File: src/rtl/store_trace_fifo_if.sv
// ---------------------------------------------------------------------------
// store_trace_fifo_if
//   Read-side handshake of the store trace FIFO. The FIFO drives the head
//   entry and rd_valid. The debug host drives rd_ready.
//   master : FIFO side  (drives rd_valid/rd_pc/rd_addr/rd_wdata, samples rd_ready)
//   slave  : host side  (samples the entry, drives rd_ready)
// ---------------------------------------------------------------------------
interface store_trace_fifo_if;
  logic        rd_valid;
  logic        rd_ready;
  logic [31:0] rd_pc;
  logic [31:0] rd_addr;
  logic [31:0] rd_wdata;

  modport master (
    output rd_valid, rd_pc, rd_addr, rd_wdata,
    input  rd_ready
  );

  modport slave (
    input  rd_valid, rd_pc, rd_addr, rd_wdata,
    output rd_ready
  );
endinterface

File: src/rtl/store_trace_fifo.sv
// ---------------------------------------------------------------------------
// store_trace_fifo
//   Passive trace buffer on the CPU data-memory write bus. Every store
//   (DM_CS & DM_W) seen while capture is active is pushed as {pc, addr, wdata}
//   into a DEPTH-entry FIFO. The FIFO is read through a first-word-fall-through
//   valid/ready port. The block never stalls the CPU. When the FIFO is full,
//   stores are dropped and counted.
//
// Ports
//   clk, reset            clock, asynchronous active-low reset
//   pc, addr, wdata       observed memory bus
//   DM_CS, DM_W           chip select / write strobe; both high = store event
//   clear                 synchronous flush; has priority over arm, push and pop
//   arm                   start/restart capture (does not flush)
//   trig_en, trig_pc      trigger on pc == trig_pc before capturing
//   stop_on_full          freeze capture (DONE) once the FIFO fills
//   rd                    read handshake interface (master side)
//   count                 occupancy 0..DEPTH
//   overflow, drop_cnt    sticky drop flag and saturating drop counter
//   state                 IDLE=0, ARMED=1, CAPTURE=2, DONE=3
// ---------------------------------------------------------------------------
module store_trace_fifo #(
  parameter int DEPTH = 16,
  parameter int AW    = $clog2(DEPTH)
) (
  input  logic                       clk,
  input  logic                       reset,
  input  logic [31:0]                pc,
  input  logic [31:0]                addr,
  input  logic [31:0]                wdata,
  input  logic                       DM_CS,
  input  logic                       DM_W,
  input  logic                       clear,
  input  logic                       arm,
  input  logic                       trig_en,
  input  logic [31:0]                trig_pc,
  input  logic                       stop_on_full,
  store_trace_fifo_if.master         rd,
  output logic [AW:0]                count,
  output logic                       overflow,
  output logic [15:0]                drop_cnt,
  output logic [1:0]                 state
);

  typedef enum logic [1:0] {
    IDLE    = 2'd0,
    ARMED   = 2'd1,
    CAPTURE = 2'd2,
    DONE    = 2'd3
  } state_e;

  typedef struct packed {
    logic [31:0] pc;
    logic [31:0] addr;
    logic [31:0] wdata;
  } entry_t;

  localparam logic [AW:0] FULL_CNT = (AW + 1)'(DEPTH);

  state_e          state_q, state_d;
  logic [AW-1:0]   wr_ptr, rd_ptr;
  logic [AW:0]     count_q, count_d;
  logic            overflow_q;
  logic [15:0]     drop_cnt_q;
  entry_t          mem [DEPTH];

  logic store_ev, trig_hit, eligible, full, pop, push, drop;

  // Capture eligibility uses the current state. An arm in this cycle only
  // affects stores from the next cycle on. ARMED captures the triggering store.
  assign store_ev = DM_CS & DM_W;
  assign trig_hit = (state_q == ARMED) && (pc == trig_pc);
  assign eligible = store_ev && ((state_q == CAPTURE) || trig_hit);
  assign full     = (count_q == FULL_CNT);
  assign pop      = rd.rd_valid && rd.rd_ready;
  // When full, a push is accepted only if a pop frees the head slot this cycle.
  assign push     = eligible && (!full || pop);
  assign drop     = eligible && full && !pop;

  // NOTE: every signal assigned in always_comb gets a default first, so that
  // no path leaves it unassigned and infers a latch.
  always_comb begin
    count_d = count_q + (AW + 1)'(push) - (AW + 1)'(pop);
    state_d = state_q;
    unique case (state_q)
      IDLE:    ;
      ARMED:   if (trig_hit) state_d = (stop_on_full && count_d == FULL_CNT) ? DONE : CAPTURE;
      CAPTURE: if (stop_on_full && count_d == FULL_CNT) state_d = DONE;
      DONE:    ;
      default: state_d = IDLE;
    endcase
    // arm restarts from any state without flushing the FIFO.
    if (arm) state_d = trig_en ? ARMED : CAPTURE;
  end

  // NOTE: sequential state uses non-blocking assignments, so every register
  // samples pre-edge values and simulation ordering cannot leak into results.
  always_ff @(posedge clk or negedge reset) begin
    if (!reset) begin
      state_q    <= IDLE;
      wr_ptr     <= '0;
      rd_ptr     <= '0;
      count_q    <= '0;
      overflow_q <= 1'b0;
      drop_cnt_q <= '0;
    end else if (clear) begin
      state_q    <= IDLE;
      wr_ptr     <= '0;
      rd_ptr     <= '0;
      count_q    <= '0;
      overflow_q <= 1'b0;
      drop_cnt_q <= '0;
    end else begin
      state_q <= state_d;
      count_q <= count_d;
      if (push) wr_ptr <= wr_ptr + 1'b1;  // wraps modulo DEPTH (power of two)
      if (pop)  rd_ptr <= rd_ptr + 1'b1;
      if (drop) begin
        overflow_q <= 1'b1;
        if (drop_cnt_q != 16'hFFFF) drop_cnt_q <= drop_cnt_q + 16'd1;
      end
    end
  end

  // NOTE: the storage array has no reset. Validity is tracked by the pointers
  // and count, so stale contents are never presented as valid.
  always_ff @(posedge clk) begin
    if (push && !clear) mem[wr_ptr] <= '{pc: pc, addr: addr, wdata: wdata};
  end

  // First-word-fall-through: the head entry is visible whenever non-empty.
  entry_t head;
  assign head        = mem[rd_ptr];
  assign rd.rd_valid = (count_q != '0);
  assign rd.rd_pc    = head.pc;
  assign rd.rd_addr  = head.addr;
  assign rd.rd_wdata = head.wdata;

  assign count    = count_q;
  assign overflow = overflow_q;
  assign drop_cnt = drop_cnt_q;
  assign state    = state_q;

endmodule

File: src/flat_wrapper.sv
// flat-port wrapper written by rule: the top's interface ports become plain ports
module store_trace_fifo_flat 
#(
  parameter int DEPTH = 16,
  parameter int AW    = $clog2(DEPTH)
)
  (clk, reset, pc, addr, wdata, DM_CS, DM_W, clear, arm, trig_en, trig_pc, stop_on_full, count, overflow, drop_cnt, state, rd_rd_valid, rd_rd_pc, rd_rd_addr, rd_rd_wdata, rd_rd_ready);
  store_trace_fifo_if rd_i ();
  input  logic clk;
  input  logic reset;
  input  logic [31:0] pc;
  input  logic [31:0] addr;
  input  logic [31:0] wdata;
  input  logic DM_CS;
  input  logic DM_W;
  input  logic clear;
  input  logic arm;
  input  logic trig_en;
  input  logic [31:0] trig_pc;
  input  logic stop_on_full;
  output logic [AW:0] count;
  output logic overflow;
  output logic [15:0] drop_cnt;
  output logic [1:0] state;
  output wire logic [$bits(rd_i.rd_valid)-1:0] rd_rd_valid;
  output wire logic [$bits(rd_i.rd_pc)-1:0] rd_rd_pc;
  output wire logic [$bits(rd_i.rd_addr)-1:0] rd_rd_addr;
  output wire logic [$bits(rd_i.rd_wdata)-1:0] rd_rd_wdata;
  input wire logic [$bits(rd_i.rd_ready)-1:0] rd_rd_ready;
  assign rd_rd_valid = rd_i.rd_valid;
  assign rd_rd_pc = rd_i.rd_pc;
  assign rd_rd_addr = rd_i.rd_addr;
  assign rd_rd_wdata = rd_i.rd_wdata;
  assign rd_i.rd_ready = rd_rd_ready;
  store_trace_fifo #(.DEPTH(DEPTH), .AW(AW)) u_core (.clk(clk), .reset(reset), .pc(pc), .addr(addr), .wdata(wdata), .DM_CS(DM_CS), .DM_W(DM_W), .clear(clear), .arm(arm), .trig_en(trig_en), .trig_pc(trig_pc), .stop_on_full(stop_on_full), .rd(rd_i), .count(count), .overflow(overflow), .drop_cnt(drop_cnt), .state(state));
endmodule
File: config.mk
export PLATFORM = sky130hd
export DESIGN_NAME = store_trace_fifo_flat
export DESIGN_NICKNAME = d
export VERILOG_FILES = /design/src/rtl/store_trace_fifo_if.sv /design/src/rtl/store_trace_fifo.sv /design/src/flat_wrapper.sv
export SDC_FILE = /design/constraint.sdc
export NUM_CORES = 1
export LEC_CHECK = 0
export CAP_MARGIN = 20
export CORE_MARGIN = 2
export CORE_UTILIZATION = 60
export CTS_CLUSTER_DIAMETER = 80
export DETAILED_ROUTE_END_ITERATION = 10
export GPL_ROUTABILITY_DRIVEN = 0
export PLACE_DENSITY = 0.79
export SLEW_MARGIN = 5
export SYNTH_ARGS = -nofsm -noshare
export SYNTH_HDL_FRONTEND = slang
export SYNTH_SLANG_ARGS = --single-unit
File: constraint.sdc
create_clock -name clk -period 11.85 [get_ports clk]
set_input_delay 1.185 -clock clk [delete_from_list [all_inputs] [get_ports clk]]
set_output_delay 1.185 -clock clk [all_outputs]
set_load 0.01 [all_outputs]
==> summary.txt <==
Status: finished clean
Slew HR: 21.2%
Routed vias/inst: 6.79
Post-synthesis sequential area ratio: 78.5%
Post-Layout Inst Area: 68900 um^2
Finished Core Util: 69.9%
Crit Path Class: register to output port
Initial antenna violation count: 23
DP Cell Count: 3874
Die X: 320 um
Initial drt markers: 3578
Max frequency: 155 MHz
IO Port Bufs: 257
Hold Crit Class: register to register
Total power draw: 13.3 mW
Overall Global Routing Usage: 28.9%
Antenna-violating nets left: 0
Share of total power in sequential cells: 46.5%
Max-slew violation count: 0
Drt wl/cell: 34.7 um
Synth top area cells: edfxtp_1 (77%), mux4_2 (18%), dfrtp_1 (1.3%)
Internal power: 10.1 mW
Worst setup SP type: register
Final-report hold violation count: 0
Post-Place Cell Area: 64100 um^2
Leak pwr: 21.0 nW
Routed vias: 28.2k
Crit. End Element: output port
VDD IR max: 0.167 mV
Final min period: 6.46 ns
Number of global-route vias before repair: 29.8k
Synthesized instance count: 2395
WP data required: 10.67 ns
Switching pwr: 3.19 mW
CTS resizes: 0
DRC errors left: 0
Final Cycle Share: 54.5%
RSZ-0062 raised after global routing: no
Top_reg_cell synth: edfxtp_1
R2R Setup Slk: 7.50 ns
Worst R2R End: u_core.mem[15][61]
Worst reg-to-reg path cell count: 11
Post-synth EDFFs: 1536
Initial Util: 60.6%
Row count: 115
CTS tree: done
WHS Endpoint: u_core.overflow
Mean Syn Cell Area: 24.9 um^2
CTS Hold Bufs: 0
Syn_nets: 2547
Power Density: 193 nW/um^2
Synth top area share: 77.2%
Initial DRT Pass Iterations: 6
Footprint of the multi-input gates: 12400 um^2
Min-delay src: u_core.overflow
Worst-path clk slew: 0.06 ns
Root buffer cell: clkbuf_16
Pin count of the biggest net entering global routing: 120
Clock Sinks: 1568
Crit-path max FO: 119
Post-synth top area cell: edfxtp_1
YS warnings: 0
CTS buffer count: 151
Met2 Track Usage GR: 47.3%
Clock tree buffer depth: 3
Seq. cell area: 46900 um^2
Slowest stage cell, crit path: dfrtp_4
Core area: 98600 um^2
Hold Crit Depth: 2
Max-capacitance violation count: 0
NumNets Final: 2895
Crit-path max cell delay: 0.98 ns
H-tree depth: 4
Layout cells sized above 1: 26.6%
Clock power frac: 35.0%
First-pass GRT wire length: 209000 um
Synthesized cell area: 59700 um^2
Final setup TNS: 0 ns
Setup Fix Bufs, Post-CTS: 0
CP arrival: 5.27 ns
Crit-path most repeated cell: mux4_2
IO Pins: 258
Critical path, cell by cell: buf_12 > buf_4 > mux4_2 > mux4_2 > clkdlybuf4s50_1
Least-Margin Pin Slew: 1.18 ns
Sw Ratio: 24.0%
Clock Skew: 0.0228 ns
Combinational power share: 18.6%
GR Layer Usage met3: 7.87%
Synth Register Bits: 1568
Die footprint: 102000 um^2
Post-synthesis cell type count: 51
Layout Cells excl Fill: 4159
Final WL: 144000 um
GRT met1 Usage: 37.9%
Area Growth Syn to Fin: 15.3%
Gr busiest metal: met2
Final HPWL DP: 69100 um
Total grt overflow: 0
Worst r2r src: u_core.count[3]
Die H: 320 um
Final-report setup violation count: 0
Fraction of synthesis flops using an asynchronous set or reset pin: 2.04%
Filler Cells Inserted: 5368
Worst skew pair latency: 0.75 ns
[registers in the layout, indices dropped and copies added (netlist names)]
name and cells:
u_core.state 2, u_core.wr_ptr 4, u_core.rd_ptr 4, u_core.overflow 1, u_core.drop_cnt 16, u_core.count 5, u_core.mem 1536
[synthesized netlist by cell type (8+ instances only)]
library cell	number
nand3_1	8
ha_1	14
nor2_1	39
a21oi_1	13
dfrtp_1	32
xor2_1	10
nand2_1	13
inv_1	14
buf_1	41
clkbuf_1	74
mux4_2	480
edfxtp_1	1536
xnor2_1	32
nand4_1	13
[kinds of logic after synthesis]
kind of cell / Yosys count / synth area share, %
flops: 1568 / 78.5
mux: 487 / 18.2
buf+inv: 131 / 0.838
simple gates: 119 / 1.06
xor+xnor: 42 / 0.616
compound gates: 33 / 0.396
fa+ha+maj: 15 / 0.327
[power groups by stage]
| stage | sequential [mW] | clock [mW] | combinational, mW |
|---|---|---|---|
| floorplan | 6.24 | 0 | 1.66 |
| global placement | 6.29 | 0 | 2.36 |
| detailed placement | 6.29 | 0 | 2.41 |
| CTS | 6.18 | 4.71 | 2.47 |
| global route | 6.18 | 4.89 | 2.61 |
| finish | 6.18 | 4.65 | 2.47 |
[worst max-delay path by stage]
stage                     start                  to  slack [ns]
6_report       u_core.rd_ptr[0]      rd_rd_addr[16]        5.39
5_1_grt        u_core.rd_ptr[0]      rd_rd_addr[21]        4.99
4_1_cts        u_core.rd_ptr[0]      rd_rd_addr[29]        5.10
3_5_place_dp             pc[30]  u_core.mem[15][25]        5.07
3_3_place_gp             pc[19]  u_core.mem[15][25]        5.29
2_1_floorplan        trig_pc[1]    u_core.mem[1][0]        2.02
[critical path: cells and delay by family, from the launching register on]
family                 cells  cell delay [ns]
multiplexers               2             1.16
buffers and inverters      3             2.25
flip-flops                 1             0.98
[metrics by stage]
step	setup slack, ns	hold slack, ns
floorplan	2.02	0.534
global placement	5.29	0.489
detailed placement	5.07	0.501
CTS	5.10	0.524
global route	4.99	0.561
finish	5.39	0.525
[layout by cell type (no fill, tap or decap), drive strengths merged, types with 4 or more instances in the layout]
cell type / instances
nor3: 7
ha: 14
clkinv: 56
xnor2: 32
edfxtp: 1536
buf: 55
nor2b: 6
mux4: 480
nand3b: 5
nand3: 8
diode: 8
bufinv: 9
xor2: 10
a21oi: 13
nor2: 39
and4: 4
inv: 21
clkbuf: 200
nand2: 13
clkdlybuf4s50: 257
a31o: 4
nand4: 14
dfrtp: 32
mux2: 4
[cell type report]
cell class / instances / share of cell area (%)
Timing Repair Buffer: 312 / 4.52
Tap cell: 1287 / 2.34
Clock inverter: 74 / 0.921
Inverter: 14 / 0.0763
Antenna cell: 8 / 0.0291
Clock buffer: 200 / 5.95
Sequential cell: 1568 / 68.1
Multi-Input combinational cell: 696 / 18.0
[metal layers]
metal	routed length [um]	share of wire, %	vias up
li1	-	-	11100
met1	50700	35	15000
met2	73700	51	1869
met3	14800	10	310
met4	4780	3.3	32
met5	192	0.13	-
Note: power is estimated with default switching activity, not from simulation.
